===== config.mk =====
export PLATFORM = sky130hd
export DESIGN_NAME = regfile_sb
export DESIGN_NICKNAME = d
export VERILOG_FILES = /design/src/rtl/regfile_sb.sv
export SDC_FILE = /design/constraint.sdc
export NUM_CORES = 1
export LEC_CHECK = 0
export CORE_ASPECT_RATIO = 1.2
export CORE_UTILIZATION = 50
export DETAILED_ROUTE_END_ITERATION = 6
export DONT_BUFFER_PORTS = 1
export GPL_TIMING_DRIVEN = 0
export SYNTH_ARGS = -nofsm -noshare
export SYNTH_HDL_FRONTEND = slang
export SYNTH_SLANG_ARGS = --single-unit

===== constraint.sdc =====
create_clock -name Clock -period 3 [get_ports Clock]
set_input_delay 0.15 -clock Clock [delete_from_list [all_inputs] [get_ports Clock]]
set_output_delay 0.15 -clock Clock [all_outputs]
set_load 0.02 [all_outputs]

===== src/rtl/regfile_sb.sv =====
`default_nettype none
// ============================================================================
// Module   : regfile_sb
// Purpose  : Two-read / two-write register file with a per-register load
//            scoreboard. Write port A carries ALU results, write port B carries
//            load data returning from memory and releases the pending mark.
//            Optional same-cycle write-to-read bypass and hard-wired zero r0.
// Ports    : Clock, nReset                - clock (rising), async active-low reset
//            RAddr1/2 -> RData1/2, Busy1/2 - combinational read ports + stall flags
//            WeA, WAddrA, WDataA          - ALU write port (wins on address clash)
//            WeB, WAddrB, WDataB          - load-return write port, clears busy
//            Claim, ClaimAddr             - mark a register pending for a load
//            BusyVec                      - registered scoreboard, bit i = reg i
//            Err                          - registered one-cycle hazard pulse
// Revision : 1.0 - initial release
// ============================================================================
module regfile_sb #(
  parameter int N       = 16,
  parameter int REGS    = 8,
  parameter int AW      = 3,
  parameter int ZERO_R0 = 1,
  parameter int BYPASS  = 1
) (
  input  logic            Clock,
  input  logic            nReset,
  input  logic [AW-1:0]   RAddr1,
  input  logic [AW-1:0]   RAddr2,
  output logic [N-1:0]    RData1,
  output logic [N-1:0]    RData2,
  output logic            Busy1,
  output logic            Busy2,
  input  logic            WeA,
  input  logic [AW-1:0]   WAddrA,
  input  logic [N-1:0]    WDataA,
  input  logic            WeB,
  input  logic [AW-1:0]   WAddrB,
  input  logic [N-1:0]    WDataB,
  input  logic            Claim,
  input  logic [AW-1:0]   ClaimAddr,
  output logic [REGS-1:0] BusyVec,
  output logic            Err
);

  localparam logic c_bypass = (BYPASS != 0);
  localparam logic c_zero0  = (ZERO_R0 != 0);

  // An address names a real, writable register: in range and not the
  // hard-wired zero register.
  function automatic logic addr_ok(input logic [AW-1:0] a);
    return (int'(a) < REGS) && !(c_zero0 && (a == '0));
  endfunction

  // --------------------------------------------------------------------------
  // Qualified write / claim strobes
  // --------------------------------------------------------------------------
  logic w_wa_ok;
  logic w_wb_ok;
  logic w_wb_commit;
  logic w_claim_ok;

  assign w_wa_ok     = WeA && addr_ok(WAddrA);
  assign w_wb_ok     = WeB && addr_ok(WAddrB);
  // Port A has priority; a load return to the same register is dropped.
  assign w_wb_commit = w_wb_ok && !(w_wa_ok && (WAddrA == WAddrB));
  assign w_claim_ok  = Claim && addr_ok(ClaimAddr);

  // --------------------------------------------------------------------------
  // Register storage and scoreboard bits, one slice per register
  // --------------------------------------------------------------------------
  logic [REGS*N-1:0] w_regs_flat;

  for (genvar gi = 0; gi < REGS; gi++) begin : g_reg
    if (c_zero0 && (gi == 0)) begin : g_zero
      assign w_regs_flat[gi*N +: N] = '0;
      assign BusyVec[gi]            = 1'b0;
    end else begin : g_live
      logic [N-1:0] r_data;
      logic         r_busy;
      logic         w_set;
      logic         w_clr;

      assign w_set = w_claim_ok && (ClaimAddr == AW'(gi));
      assign w_clr = WeB && (WAddrB == AW'(gi));

      always_ff @(posedge Clock or negedge nReset) begin
        if (!nReset) begin
          r_data <= '0;
          r_busy <= 1'b0;
        end else begin
          if (w_wa_ok && (WAddrA == AW'(gi))) begin
            r_data <= WDataA;
          end else if (w_wb_commit && (WAddrB == AW'(gi))) begin
            r_data <= WDataB;
          end
          // A new claim outranks a same-cycle return: the new load is
          // still outstanding after this edge.
          if (w_set) begin
            r_busy <= 1'b1;
          end else if (w_clr) begin
            r_busy <= 1'b0;
          end
        end
      end

      assign w_regs_flat[gi*N +: N] = r_data;
      assign BusyVec[gi]            = r_busy;
    end
  end

  // --------------------------------------------------------------------------
  // Address lookups into storage and scoreboard
  // --------------------------------------------------------------------------
  logic [N-1:0] w_st1;
  logic [N-1:0] w_st2;
  logic         w_bv1;
  logic         w_bv2;
  logic         w_claim_busy;
  logic         w_wa_busy;

  always_comb begin
    w_st1        = '0;
    w_st2        = '0;
    w_bv1        = 1'b0;
    w_bv2        = 1'b0;
    w_claim_busy = 1'b0;
    w_wa_busy    = 1'b0;
    for (int i = 0; i < REGS; i++) begin
      if (RAddr1 == AW'(i)) begin
        w_st1 = w_regs_flat[i*N +: N];
        w_bv1 = BusyVec[i];
      end
      if (RAddr2 == AW'(i)) begin
        w_st2 = w_regs_flat[i*N +: N];
        w_bv2 = BusyVec[i];
      end
      if (ClaimAddr == AW'(i)) begin
        w_claim_busy = BusyVec[i];
      end
      if (WAddrA == AW'(i)) begin
        w_wa_busy = BusyVec[i];
      end
    end
  end

  // --------------------------------------------------------------------------
  // Read ports. Outputs are forced to zero while reset is held so that a
  // bypassed write cannot leak through during reset.
  // --------------------------------------------------------------------------
  logic w_fa1;
  logic w_fa2;
  logic w_fb1;
  logic w_fb2;
  logic w_rd1_ok;
  logic w_rd2_ok;

  assign w_rd1_ok = nReset && addr_ok(RAddr1);
  assign w_rd2_ok = nReset && addr_ok(RAddr2);

  assign w_fa1 = c_bypass && WeA && (WAddrA == RAddr1);
  assign w_fa2 = c_bypass && WeA && (WAddrA == RAddr2);
  assign w_fb1 = c_bypass && WeB && (WAddrB == RAddr1);
  assign w_fb2 = c_bypass && WeB && (WAddrB == RAddr2);

  assign RData1 = !w_rd1_ok ? '0 : (w_fa1 ? WDataA : (w_fb1 ? WDataB : w_st1));
  assign RData2 = !w_rd2_ok ? '0 : (w_fa2 ? WDataA : (w_fb2 ? WDataB : w_st2));

  // With bypass the returning load data is already on RData, so the stall
  // can drop in the return cycle itself.
  assign Busy1 = w_rd1_ok && w_bv1 && !w_fb1;
  assign Busy2 = w_rd2_ok && w_bv2 && !w_fb2;

  // --------------------------------------------------------------------------
  // Hazard detection
  // --------------------------------------------------------------------------
  logic w_err;
  logic r_err;

  assign w_err = (w_wa_ok && WeB && (WAddrB == WAddrA))
               || (w_claim_ok && w_claim_busy && !(WeB && (WAddrB == ClaimAddr)))
               || (w_wa_ok && w_wa_busy);

  always_ff @(posedge Clock or negedge nReset) begin
    if (!nReset) begin
      r_err <= 1'b0;
    end else begin
      r_err <= w_err;
    end
  end

  assign Err = r_err;

endmodule
`default_nettype wire


==> flow_summary.toml <==
[run_status]
outcome = "finished with violations"
violations = "design-rule violations"

[final_layout]
syn2layout_area_growth_pct = 10.54
final_nets = 1186
fill_cells = 1704
multi_input_area_mm2 = 0.005458
diodes = 0
layout-drive-gt1-share = 0.1299
register_area_mm2 = 0.003003
utilization = 0.5727

[timing]
max_freq_mhz = 375.0
finalSetupTns_ps = 0
hold_violations = 0
slew_headroom = 0.3242
slew_violations = 0
tightest_slew_ps = 1011
period_share = 0.8890
fin_skew_ps = 3.195
setup_slack_ps = 333.1
hold_ws_ps = 0.03958
setup_violations = 0
grt_setup_unrepaired = "false"
fin_crit_ps = 2667

[route]
drc = 10
vias = 9290
wl_per_cell_um = 27.64
drt-pass1-iter-count = 7
drt_iter0_markers = 1277
routed_wl_mm = 37.79
vias_per_cell = 6.796
ant_nets = 0

[synth]
synth_nets = 1160
yosysTopAreaCell = "dfrtp_1"
avgSynthCellArea_um2 = 8.278
synth_top_area_share = 0.3274
synth_top_flop_cell = "dfrtp_1"
yosysSeqAreaShare = 0.3274
ys_types = 53
netlist_area_mm2 = 0.009173
async_flop_share = 1.000
synth-edff-count = 0
yosysWarnings = 0
synth_area_leaders = "dfrtp_1 33%, mux2i_1 15%, a21oi_1 6.3%"
netlist_instances = 1108
synth-seq-cells = 120

[power_and_ir_drop]
p_per_area_mw_per_mm2 = 617.7
peakVddDrop_v = 0.0004006
total_power_mw = 6.263
power.leakage_nw = 4.351

[setup_path]
crit_path_max_fanout = 10
r2r-start = "g_reg[6].g_live.r_busy"
crit_required_ps = 2850
worstSetupPathType = "in2out"
crit_path_start_kind = "input port"
rr_worst_depth = 5
timing.rr.end = "Err"
crit_arrival_ps = 2520
cp-end-kind = "output port"
ff2ff_setup_slack_ps = 1630

[clock_network]
cts_sinks = 120
clk_path_buf_depth = 2
root_buffer = "clkbuf_16"
cts_tree = "yes"
clk_pin_slew_ps = 70
post_cts_resized = 0
cts_max_level = 4
insertion_delay_ps = 430
cts_made_buffers = 17

[global_route]
grt_antenna_before_repair = 0
grt_first_pass_wirelength_mm = 56.56
overflow = 0
grt_max_degree = 121
grt_usage = 0.4100
grt_pass1_vias = 8846

[placed_design]
io_buffers = 0
dpl_worst_slack_ps = 432.1
globalplace.congestion = 0.9739
dp_hpwl_mm = 27.33

[floorplan]
die_x_um = 125.6
core-area_mm2 = 0.01771
die_h_um = 150.4
die-area_mm2 = 0.01889
rows = 53
initial_core_util = 0.5181
ioPinCount = 95

[worst_hold_path]
hold_end = "g_reg[4].g_live.r_busy"
hold_path.class = "in2reg"
min_from = "ClaimAddr[2]"
holdPathStages = 2

[run]
drv_cap = 0
-- logic make-up (layout without fill, tap and decap cells) --
logic type | count (synthesis) | count (layout) | share of synthesized area
and+or+nand+nor | 267 | 267 | 0.1263
buffers and inverters | 149 | 188 | 0.07762
muxes | 164 | 164 | 0.1841
DFF | 120 | 120 | 0.3274
xor gates and xnor gates | 18 | 18 | 0.01719
other | 1 | 1 | 0.0004088
AOI/OAI and AO/OA | 389 | 389 | 0.2669
-- metrics by stage --
step,instances,area (um2)
after floorplan,1108,9173
after global placement,1328,9448
after detailed placement,1328,9448
after CTS,1366,10130
after global routing,1367,10140
final,1367,10140
-- final cells by class --
type	instances	area share
clock inverters	15	0.01765
clock buffers	17	0.04195
inverters	10	0.003702
flip-flops and latches	120	0.2962
well taps	220	0.02715
multi-input cells	839	0.5383
repair buffers	7	0.008638
plain buffers	139	0.06651
-- flip-flops by register name, indices dropped and copies added, names as in the netlist --
signal	count
g.g_live.r_data	112
g.g_live.r_busy	7
Err	1
-- synthesized netlist by cell type (3+ instances only) --
cell / n
mux2i_1: 135
nor2_1: 125
dfrtp_1: 120
a21oi_1: 115
o21ai_0: 109
nand2_1: 95
clkbuf_1: 56
buf_2: 42
o22ai_1: 35
mux2_2: 28
o32ai_1: 26
a221oi_1: 20
buf_1: 19
o221ai_1: 16
xnor2_1: 16
a21oi_2: 14
buf_4: 14
a21boi_0: 13
o21a_1: 12
inv_1: 10
nand2b_1: 9
nor2b_1: 7
buf_6: 6
nand3_1: 5
nand4_1: 5
nor3_1: 5
o211ai_1: 5
o31ai_1: 5
a31oi_1: 4
a22oi_1: 3
nor4_1: 3
o31a_1: 3
-- worst max-delay path, cell delays in order --
cell      delay, ps
buf_2           240
xnor2_1         170
nand4_1         400
clkbuf_1        410
o21ai_0         180
a21oi_1          70
o32ai_1         880
-- cells in the final DEF (no fill, tap or decap), types with 3 or more instances in the layout --
cell type / netlist / routed
inv_6: 0 / 6
buf_6: 6 / 6
clkbuf_16: 0 / 17
dlygate4sd3_1: 0 / 6
a21oi_2: 14 / 14
clkbuf_1: 56 / 56
nor2b_1: 7 / 7
buf_4: 14 / 14
dfrtp_1: 120 / 120
o21a_1: 12 / 12
a21boi_0: 13 / 13
o211ai_1: 5 / 5
o221ai_1: 16 / 16
o31a_1: 3 / 3
nor2_1: 125 / 125
nor4_1: 3 / 3
buf_1: 19 / 19
nand2b_1: 9 / 9
nand3_1: 5 / 5
a22oi_1: 3 / 3
o31ai_1: 5 / 5
mux2_2: 28 / 28
buf_2: 42 / 42
nand4_1: 5 / 5
mux2i_1: 135 / 135
o21ai_0: 109 / 109
nand2_1: 95 / 95
xnor2_1: 16 / 16
inv_1: 10 / 10
nor3_1: 5 / 5
o32ai_1: 26 / 26
inv_8: 0 / 3
a31oi_1: 4 / 4
a221oi_1: 20 / 20
a21oi_1: 115 / 115
o22ai_1: 35 / 35
-- routing by layer --
metal,share of wire,vias to the layer above,track usage
met2,0.46,589,0.6742
met5,0,-,0
met3,0.096,142,0.08493
met1,0.38,4492,0.4957
met4,0.061,0,0.2488
li1,-,4067,-
-- worst max-delay path by stage --
stage                          from         end  cells past startpoint
final                     RAddr1[1]  RData1[12]                      7
after global routing      RAddr2[0]   RData2[3]                      7
after CTS                 RAddr2[0]   RData2[4]                      7
after detailed placement  RAddr2[0]   RData2[4]                      7
after global placement    RAddr2[0]   RData2[0]                      7
after floorplan           WAddrB[2]  RData2[11]                      6
-- repair_timing --
| action | 4_1_cts | 5_1_grt |
|---|---|---|
| endpoints found under the hold margin | 128 | 1 |
| hold buffers | 6 | 1 |
| buffers inserted | 0 | 0 |
-- where the power goes --
group	internal [mW]	total, mW	switching (mW)
Clock	1.26	2.16	0.900
Sequential	1.97	2.39	0.415
Combinational	0.665	1.71	1.05
Total	3.90	6.26	2.37
Note: power is estimated with default switching activity, not from simulation.
